**config.mk**
```make
export PLATFORM = sky130hd
export DESIGN_NAME = bus_arbiter_flat
export DESIGN_NICKNAME = d
export VERILOG_FILES = /design/src/rtl/bus_pkg.sv /design/src/rtl/bus_arbiter_if.sv /design/src/rtl/addr_decode.sv /design/src/rtl/bus_arbiter.sv /design/src/flat_wrapper.sv
export SDC_FILE = /design/constraint.sdc
export NUM_CORES = 1
export LEC_CHECK = 0
export BUFFER_PORTS_ARGS = -buffer_cell sky130_fd_sc_hd__buf_2
export CAP_MARGIN = 20
export CORE_MARGIN = 10
export CORE_UTILIZATION = 34
export DETAILED_ROUTE_END_ITERATION = 10
export PLACE_DENSITY = 0.64
export SYNTH_ARGS = -nofsm -noshare
export SYNTH_HDL_FRONTEND = slang
export SYNTH_SLANG_ARGS = --single-unit
```
**constraint.sdc**
```tcl
create_clock -name clk -period 5.7 [get_ports clk]
set_input_delay 0.285 -clock clk [delete_from_list [all_inputs] [get_ports clk]]
set_output_delay 0.285 -clock clk [all_outputs]
set_load 0.02 [all_outputs]
```
**src/rtl/bus_pkg.sv**
```systemverilog
// ----------------------------------------------------------------------------
// bus_pkg
// Shared address map, FSM state encoding and device-select codes for the
// two-master data-bus arbiter.
// Revision: 1.0
// ----------------------------------------------------------------------------
`default_nettype none

package bus_pkg;

  // Address map (inclusive byte bounds)
  localparam logic [31:0] DM_BASE  = 32'h0000_0000;
  localparam logic [31:0] DM_LAST  = 32'h0000_2FFF;
  localparam logic [31:0] T0_BASE  = 32'h0000_7F00;
  localparam logic [31:0] T0_LAST  = 32'h0000_7F0B;
  localparam logic [31:0] T1_BASE  = 32'h0000_7F10;
  localparam logic [31:0] T1_LAST  = 32'h0000_7F1B;

  // Read-only timer count registers
  localparam logic [31:0] T0_COUNT = 32'h0000_7F08;
  localparam logic [31:0] T1_COUNT = 32'h0000_7F18;

  // Arbiter sequencing states
  typedef enum logic [1:0] {
    ST_IDLE   = 2'd0,
    ST_ACCESS = 2'd1,
    ST_RESP   = 2'd2
  } state_t;

  // One-hot device selects
  localparam logic [2:0] SEL_NONE = 3'b000;
  localparam logic [2:0] SEL_DM   = 3'b001;
  localparam logic [2:0] SEL_T0   = 3'b010;
  localparam logic [2:0] SEL_T1   = 3'b100;

  // Inclusive range test written as an offset compare so a zero base does not
  // degenerate into an always-true comparison.
  function automatic logic in_range(input logic [31:0] a,
                                    input logic [31:0] lo,
                                    input logic [31:0] hi);
    in_range = ((a - lo) <= (hi - lo));
  endfunction

endpackage

`default_nettype wire

```
**src/rtl/bus_arbiter_if.sv**
```systemverilog
// ----------------------------------------------------------------------------
// bus_arbiter_if
// Bundles both master request/response ports and the device-side access port.
// The slave modport is the arbiter's view; the master modport is the view of
// the agents around it (masters and devices).
// Revision: 1.0
// ----------------------------------------------------------------------------
`default_nettype none

interface bus_arbiter_if;

  // Master 0 (CPU data port)
  logic        m0_req;
  logic [31:0] m0_addr;
  logic        m0_we;
  logic [3:0]  m0_byteen;
  logic [31:0] m0_wdata;
  logic        m0_gnt;
  logic        m0_rvalid;
  logic [31:0] m0_rdata;
  logic        m0_err;

  // Master 1 (DMA/debug port)
  logic        m1_req;
  logic [31:0] m1_addr;
  logic        m1_we;
  logic [3:0]  m1_byteen;
  logic [31:0] m1_wdata;
  logic        m1_gnt;
  logic        m1_rvalid;
  logic [31:0] m1_rdata;
  logic        m1_err;

  // Device side
  logic [2:0]  dev_sel;
  logic        dev_req;
  logic [31:0] dev_addr;
  logic [31:0] dev_wdata;
  logic        dev_we;
  logic [3:0]  dev_byteen;
  logic        dev_ready;
  logic [31:0] dev_rdata;

  modport slave (
    input  m0_req, m0_addr, m0_we, m0_byteen, m0_wdata,
    output m0_gnt, m0_rvalid, m0_rdata, m0_err,
    input  m1_req, m1_addr, m1_we, m1_byteen, m1_wdata,
    output m1_gnt, m1_rvalid, m1_rdata, m1_err,
    output dev_sel, dev_req, dev_addr, dev_wdata, dev_we, dev_byteen,
    input  dev_ready, dev_rdata
  );

  modport master (
    output m0_req, m0_addr, m0_we, m0_byteen, m0_wdata,
    input  m0_gnt, m0_rvalid, m0_rdata, m0_err,
    output m1_req, m1_addr, m1_we, m1_byteen, m1_wdata,
    input  m1_gnt, m1_rvalid, m1_rdata, m1_err,
    input  dev_sel, dev_req, dev_addr, dev_wdata, dev_we, dev_byteen,
    output dev_ready, dev_rdata
  );

endinterface

`default_nettype wire

```
**src/rtl/addr_decode.sv**
```systemverilog
// ----------------------------------------------------------------------------
// addr_decode
// Combinational target decode: one-hot device select, mapped flag and
// illegal-access flag for a single request.
// Revision: 1.0
// ----------------------------------------------------------------------------
`default_nettype none

module addr_decode
  import bus_pkg::*;
(
  input  logic [31:0] addr,
  input  logic        we,
  input  logic [3:0]  byteen,
  output logic [2:0]  sel,
  output logic        mapped,
  output logic        illegal
);

  logic hit_dm;
  logic hit_t0;
  logic hit_t1;
  logic hit_count;

  // Range decode and access-legality check
  always_comb begin
    hit_dm  = in_range(addr, DM_BASE, DM_LAST);
    hit_t0  = in_range(addr, T0_BASE, T0_LAST);
    hit_t1  = in_range(addr, T1_BASE, T1_LAST);
    // Count registers occupy a full word; match on the word address.
    hit_count = (addr[31:2] == T0_COUNT[31:2]) || (addr[31:2] == T1_COUNT[31:2]);

    sel = SEL_NONE;
    if (hit_dm) begin
      sel = SEL_DM;
    end else if (hit_t0) begin
      sel = SEL_T0;
    end else if (hit_t1) begin
      sel = SEL_T1;
    end

    mapped  = hit_dm | hit_t0 | hit_t1;
    // Timers accept only full-word stores and their count registers are read-only.
    illegal = we && ((((hit_t0 || hit_t1) && (byteen != 4'b1111))) || hit_count);
  end

endmodule

`default_nettype wire

```
**src/rtl/bus_arbiter.sv**
```systemverilog
// ----------------------------------------------------------------------------
// bus_arbiter
// Two-master round-robin arbiter and single-outstanding sequencer for the
// DM / timer0 / timer1 data bus, with device timeout and error return.
// Revision: 1.0
// ----------------------------------------------------------------------------
`default_nettype none

module bus_arbiter
  import bus_pkg::*;
#(
  parameter int TIMEOUT = 15
)
(
  input  logic         clk,
  input  logic         reset,
  bus_arbiter_if.slave bus
);

  localparam int            CW       = $clog2(TIMEOUT + 1);
  localparam logic [CW-1:0] CNT_LAST = CW'(TIMEOUT - 1);

  state_t        state;
  state_t        state_next;

  logic          any_req;
  logic          winner;
  logic [31:0]   win_addr;
  logic          win_we;
  logic [3:0]    win_byteen;
  logic [31:0]   win_wdata;

  logic [2:0]    dec_sel;
  logic          dec_mapped;
  logic          dec_illegal;

  logic          last_grant;
  logic          owner;
  logic [31:0]   addr_q;
  logic          we_q;
  logic [3:0]    byteen_q;
  logic [31:0]   wdata_q;
  logic [2:0]    sel_q;
  logic          err_q;
  logic [31:0]   rdata_q;
  logic [CW-1:0] cnt;
  logic          timeout_hit;

  // Round-robin pick and mux of the winner's request fields
  always_comb begin
    any_req = bus.m0_req | bus.m1_req;
    if (bus.m0_req && bus.m1_req) begin
      winner = ~last_grant;
    end else begin
      winner = bus.m1_req;
    end
    win_addr   = winner ? bus.m1_addr   : bus.m0_addr;
    win_we     = winner ? bus.m1_we     : bus.m0_we;
    win_byteen = winner ? bus.m1_byteen : bus.m0_byteen;
    win_wdata  = winner ? bus.m1_wdata  : bus.m0_wdata;
    timeout_hit = (cnt == CNT_LAST);
  end

  addr_decode u_decode (
    .addr    (win_addr),
    .we      (win_we),
    .byteen  (win_byteen),
    .sel     (dec_sel),
    .mapped  (dec_mapped),
    .illegal (dec_illegal)
  );

  // State register
  always_ff @(posedge clk or negedge reset) begin
    if (!reset) begin
      state <= ST_IDLE;
    end else begin
      state <= state_next;
    end
  end

  // Next-state logic
  always_comb begin
    state_next = state;
    case (state)
      ST_IDLE: begin
        if (any_req) begin
          state_next = (dec_mapped && !dec_illegal) ? ST_ACCESS : ST_RESP;
        end
      end
      ST_ACCESS: begin
        if (bus.dev_ready || timeout_hit) begin
          state_next = ST_RESP;
        end
      end
      ST_RESP: begin
        state_next = ST_IDLE;
      end
      default: begin
        state_next = ST_IDLE;
      end
    endcase
  end

  // Request latch, response capture and timeout counter
  always_ff @(posedge clk or negedge reset) begin
    if (!reset) begin
      last_grant <= 1'b1;
      owner      <= 1'b0;
      addr_q     <= '0;
      we_q       <= 1'b0;
      byteen_q   <= '0;
      wdata_q    <= '0;
      sel_q      <= SEL_NONE;
      err_q      <= 1'b0;
      rdata_q    <= '0;
      cnt        <= '0;
    end else begin
      case (state)
        ST_IDLE: begin
          if (any_req) begin
            owner      <= winner;
            last_grant <= winner;
            addr_q     <= win_addr;
            we_q       <= win_we;
            byteen_q   <= win_we ? win_byteen : 4'b0000;
            wdata_q    <= win_wdata;
            sel_q      <= dec_sel;
            err_q      <= ~(dec_mapped & ~dec_illegal);
            rdata_q    <= '0;
            cnt        <= '0;
          end
        end
        ST_ACCESS: begin
          if (bus.dev_ready) begin
            rdata_q <= we_q ? 32'h0 : bus.dev_rdata;
            err_q   <= 1'b0;
          end else begin
            // Leaving ACCESS on the timeout edge keeps the count from passing TIMEOUT.
            cnt <= cnt + 1'b1;
            if (timeout_hit) begin
              err_q   <= 1'b1;
              rdata_q <= '0;
            end
          end
        end
        default: begin
        end
      endcase
    end
  end

  // Outputs: grant in IDLE, device port in ACCESS, response in RESP
  always_comb begin
    bus.m0_gnt     = 1'b0;
    bus.m1_gnt     = 1'b0;
    bus.m0_rvalid  = 1'b0;
    bus.m1_rvalid  = 1'b0;
    bus.m0_rdata   = '0;
    bus.m1_rdata   = '0;
    bus.m0_err     = 1'b0;
    bus.m1_err     = 1'b0;
    bus.dev_sel    = SEL_NONE;
    bus.dev_req    = 1'b0;
    bus.dev_addr   = '0;
    bus.dev_wdata  = '0;
    bus.dev_we     = 1'b0;
    bus.dev_byteen = '0;

    // Grant is combinational from the request, so hold it off while reset is low.
    if ((state == ST_IDLE) && any_req && reset) begin
      bus.m0_gnt = ~winner;
      bus.m1_gnt = winner;
    end

    if (state == ST_ACCESS) begin
      bus.dev_req    = 1'b1;
      bus.dev_sel    = sel_q;
      bus.dev_addr   = addr_q;
      bus.dev_wdata  = wdata_q;
      bus.dev_we     = we_q;
      bus.dev_byteen = byteen_q;
    end

    if (state == ST_RESP) begin
      if (owner) begin
        bus.m1_rvalid = 1'b1;
        bus.m1_rdata  = rdata_q;
        bus.m1_err    = err_q;
      end else begin
        bus.m0_rvalid = 1'b1;
        bus.m0_rdata  = rdata_q;
        bus.m0_err    = err_q;
      end
    end
  end

endmodule

`default_nettype wire

```
**src/flat_wrapper.sv**
```systemverilog
// flat-port wrapper written by rule: the top's interface ports become plain ports
module bus_arbiter_flat import bus_pkg::*;
#(
  parameter int TIMEOUT = 15
)
  (clk, reset, bus_m0_req, bus_m0_addr, bus_m0_we, bus_m0_byteen, bus_m0_wdata, bus_m0_gnt, bus_m0_rvalid, bus_m0_rdata, bus_m0_err, bus_m1_req, bus_m1_addr, bus_m1_we, bus_m1_byteen, bus_m1_wdata, bus_m1_gnt, bus_m1_rvalid, bus_m1_rdata, bus_m1_err, bus_dev_sel, bus_dev_req, bus_dev_addr, bus_dev_wdata, bus_dev_we, bus_dev_byteen, bus_dev_ready, bus_dev_rdata);
  bus_arbiter_if bus_i ();
  input  logic clk;
  input  logic reset;
  input wire logic [$bits(bus_i.m0_req)-1:0] bus_m0_req;
  input wire logic [$bits(bus_i.m0_addr)-1:0] bus_m0_addr;
  input wire logic [$bits(bus_i.m0_we)-1:0] bus_m0_we;
  input wire logic [$bits(bus_i.m0_byteen)-1:0] bus_m0_byteen;
  input wire logic [$bits(bus_i.m0_wdata)-1:0] bus_m0_wdata;
  output wire logic [$bits(bus_i.m0_gnt)-1:0] bus_m0_gnt;
  output wire logic [$bits(bus_i.m0_rvalid)-1:0] bus_m0_rvalid;
  output wire logic [$bits(bus_i.m0_rdata)-1:0] bus_m0_rdata;
  output wire logic [$bits(bus_i.m0_err)-1:0] bus_m0_err;
  input wire logic [$bits(bus_i.m1_req)-1:0] bus_m1_req;
  input wire logic [$bits(bus_i.m1_addr)-1:0] bus_m1_addr;
  input wire logic [$bits(bus_i.m1_we)-1:0] bus_m1_we;
  input wire logic [$bits(bus_i.m1_byteen)-1:0] bus_m1_byteen;
  input wire logic [$bits(bus_i.m1_wdata)-1:0] bus_m1_wdata;
  output wire logic [$bits(bus_i.m1_gnt)-1:0] bus_m1_gnt;
  output wire logic [$bits(bus_i.m1_rvalid)-1:0] bus_m1_rvalid;
  output wire logic [$bits(bus_i.m1_rdata)-1:0] bus_m1_rdata;
  output wire logic [$bits(bus_i.m1_err)-1:0] bus_m1_err;
  output wire logic [$bits(bus_i.dev_sel)-1:0] bus_dev_sel;
  output wire logic [$bits(bus_i.dev_req)-1:0] bus_dev_req;
  output wire logic [$bits(bus_i.dev_addr)-1:0] bus_dev_addr;
  output wire logic [$bits(bus_i.dev_wdata)-1:0] bus_dev_wdata;
  output wire logic [$bits(bus_i.dev_we)-1:0] bus_dev_we;
  output wire logic [$bits(bus_i.dev_byteen)-1:0] bus_dev_byteen;
  input wire logic [$bits(bus_i.dev_ready)-1:0] bus_dev_ready;
  input wire logic [$bits(bus_i.dev_rdata)-1:0] bus_dev_rdata;
  assign bus_i.m0_req = bus_m0_req;
  assign bus_i.m0_addr = bus_m0_addr;
  assign bus_i.m0_we = bus_m0_we;
  assign bus_i.m0_byteen = bus_m0_byteen;
  assign bus_i.m0_wdata = bus_m0_wdata;
  assign bus_m0_gnt = bus_i.m0_gnt;
  assign bus_m0_rvalid = bus_i.m0_rvalid;
  assign bus_m0_rdata = bus_i.m0_rdata;
  assign bus_m0_err = bus_i.m0_err;
  assign bus_i.m1_req = bus_m1_req;
  assign bus_i.m1_addr = bus_m1_addr;
  assign bus_i.m1_we = bus_m1_we;
  assign bus_i.m1_byteen = bus_m1_byteen;
  assign bus_i.m1_wdata = bus_m1_wdata;
  assign bus_m1_gnt = bus_i.m1_gnt;
  assign bus_m1_rvalid = bus_i.m1_rvalid;
  assign bus_m1_rdata = bus_i.m1_rdata;
  assign bus_m1_err = bus_i.m1_err;
  assign bus_dev_sel = bus_i.dev_sel;
  assign bus_dev_req = bus_i.dev_req;
  assign bus_dev_addr = bus_i.dev_addr;
  assign bus_dev_wdata = bus_i.dev_wdata;
  assign bus_dev_we = bus_i.dev_we;
  assign bus_dev_byteen = bus_i.dev_byteen;
  assign bus_i.dev_ready = bus_dev_ready;
  assign bus_i.dev_rdata = bus_dev_rdata;
  bus_arbiter #(.TIMEOUT(TIMEOUT)) u_core (.clk(clk), .reset(reset), .bus(bus_i));
endmodule
```
==> flow_summary.ini <==
[clocking]
cts.path.max_buffers = 2
cts.sinks = 113
cts_resized = 0
clock_latency_ns = 0.41
cts.clk_slew.worst_paths_ns = 0.06
cts_buffers = 17
cts_tree = built
hold_buffers = 1
post-cts-setup-buffers = 0
htree_num_levels = 4
cts_root_buf = clkbuf_16

[power]
seq_power_share_pct = 39.5
clockPowerShare_pct = 41.9
p_per_area_mw_per_mm2 = 270
swShare_pct = 30.1
p_leak_uw = 0.00470
switching_power_uw = 744
total_power_uw = 2470
pwr-share-comb_pct = 18.6
vdd_drop_max_mv = 0.203
p_int_uw = 1730

[yosys]
synth_edf_count = 0
ys_seq_elements = 113
syn_inst = 787
synthTopCellsByCount = and2_1 (139), nand2_1 (135), dfrtp_1 (112)
synthArstFlopShare_pct = 100
syn_nets = 964
synth_top_area_share_pct = 41.7
syn_area_per_cell_um2 = 8.55
synth_top_area_cell = dfrtp_1
synthTopCellsByArea = dfrtp_1 (42%), and2_1 (13%), nand2_1 (7.5%)
synth_most_common_cell = and2_1
syn-cell-area_mm2 = 0.00673
yosysWarnings = 0
synth.distinct_cells = 63
synth-seq-area-share_pct = 42.1
synth_flop_cell = dfrtp_1

[critical_path]
cp.required_ns = 5.96
startpoint_type = flip-flop
path_max_fanout = 53
max_stage_delay_ns = 0.70
endpoint_kind = flip-flop
crit_top_cell = a21oi_1
cpMaxStageDelayCell = a21oi_1
crit_chain = a21bo_4 > nand4b_1 > a21oi_1 > nand4_1 > a211o_1 > o41a_1 > o21ai_2 > a21oi_1
crit_type = flip-flop to flip-flop
cp.arrival_ns = 3.70

[timing]
setup_viol = 0
rsz0062_at_grt = false
post-route-min-period_ns = 3.44
fmax_mhz = 291
tightestPinTransition_ns = 1.09
maxSlewViolCount = 0
fin_crit_sh_pct = 60.3
hold_ws_ns = 0.0952
finalHoldViolCount = 0
fin_skew_ns = 0.00997
slew_headroom_pct = 26.5
setup_tns_ns = 0

[floorplan]
ios = 318
rows = 51
die_area_mm2 = 0.0258
core-area_mm2 = 0.0195
die_width_um = 161
initial_core_util_pct = 34.6
die_y_um = 161

[drt]
drt-total-wl_mm = 25.6
drcViolationCount = 0
drt_iter0_drc = 473
vias = 6950
drtAntennaViolNets = 0
drtPass1Iterations = 5
wl_per_cell_um = 18.9
vias_per_cell = 5.14

[finish]
nets = 1252
drive_above_1_share_pct = 34.9
area_delta_synth_final_pct = 36.0
fill_cells = 1918
design_area_mm2 = 0.00915

[grt]
grtUsageTotal_pct = 19.3
grt_pass1_wl_mm = 40.2
grt_max_degree = 103
grt_pass1_vias = 7078
antenna_found_initial = 2
overflow = 0

[placed_design]
portBuffers = 317
hpwlAfterDp_mm = 19.7
place.gp.congestion = 0.895
placed_area_mm2 = 0.00851

[job]
drv_cap = 0

[run_status]
outcome = finished clean

[worst_hold_path]
hold_class = input pin to flip-flop
-- final timing paths --
path / from / endpoint / slack (ns) / depth (start not counted)
max in group asynchronous: reset / u_core.rdata_q[31] / 4.33 / 3
worst max-delay path: u_core.last_grant / u_core.state[1] / 2.26 / 8
worst max register to register: u_core.last_grant / u_core.state[1] / 2.26 / 8
worst min register to register: u_core.addr_q[27] / u_core.addr_q[27] / 0.47 / 2
worst min-delay path: bus_dev_rdata[20] / u_core.rdata_q[20] / 0.1 / 2
min in group asynchronous: reset / u_core.wdata_q[20] / 0.43 / 2
-- logic make-up after synthesis --
group / count (synthesis) / share of synthesized area [%]
XOR/XNOR: 7 / 0.911
AND/OR/NAND/NOR: 417 / 31.8
flip-flops: 113 / 42.1
adder cells (fa/ha/maj): 2 / 0.372
AO/OA/AOI/OAI: 159 / 16.8
multiplexers: 28 / 4.19
buffers and inverters: 61 / 3.79
-- worst max-delay path: cells and delay by family, from the launching register on --
family / cells / cell delay (ns)
AOI/OAI and AO/OA: 6 / 2.24
DFF: 1 / 0.58
and+or+nand+nor: 2 / 0.46
-- flip-flops by register name (all words and copies together) (netlist names) --
signal / flops
u_core.wdata_q: 32
u_core.last_grant: 1
u_core.state: 2
u_core.byteen_q: 4
u_core.cnt: 4
u_core.sel_q: 3
u_core.rdata_q: 32
u_core.we_q: 1
u_core.addr_q: 32
u_core.owner: 1
u_core.err_q: 1
-- layer usage --
layer | vias up | global-route usage, % | wire, um
li1 | 3344 | - | -
met1 | 3272 | 23.7 | 10800
met2 | 301 | 31.0 | 12000
met3 | 31 | 6.88 | 2280
met4 | 2 | 5.84 | 478
met5 | - | 0 | 13
-- power by group through the flow --
stage / clock network [uW] / registers, uW / logic [uW]
2_1_floorplan: 0 / 965 / 291
3_3_place_gp: 0 / 984 / 445
3_5_place_dp: 0 / 990 / 454
4_1_cts: 1060 / 977 / 455
5_1_grt: 1100 / 991 / 520
6_report: 1040 / 976 / 461
-- metrics by stage --
| stage | setup WS [ns] | std cells | utilization (%) |
|---|---|---|---|
| finish | 2.26 | 1353 | 47.0 |
| global route | 2.03 | 1352 | 47.0 |
| CTS | 2.30 | 1350 | 46.7 |
| detailed placement | 2.26 | 1318 | 43.7 |
| global placement | 2.31 | 1318 | 43.7 |
| floorplan | 3.28 | 787 | - |
-- layout make-up --
| cell class | instances | area [um2] | share of cell area, % |
|---|---|---|---|
| multi-input cells | 613 | 3700 | 40.4 |
| flip-flops and latches | 113 | 2830 | 30.9 |
| repair buffers | 327 | 1710 | 18.7 |
| clock buffers | 17 | 425 | 4.65 |
| well taps | 265 | 332 | 3.63 |
| clock inverters | 14 | 143 | 1.56 |
| inverters | 3 | 11.3 | 0.123 |
| diodes | 1 | 2.50 | 0.0274 |
-- cell usage in the layout, fill, tap and decap left out, drive strengths merged, types with 8 or more instances in the layout --
cell	n
buf	326
and2	139
nand2	135
dfrtp	112
nor2	64
a31oi	53
a22o	35
mux2i	27
o21ai	24
nor3	21
clkbuf	17
nor4	12
a21oi	11
nand4	10
o31ai	8
(Power assumes the default switching activity.)
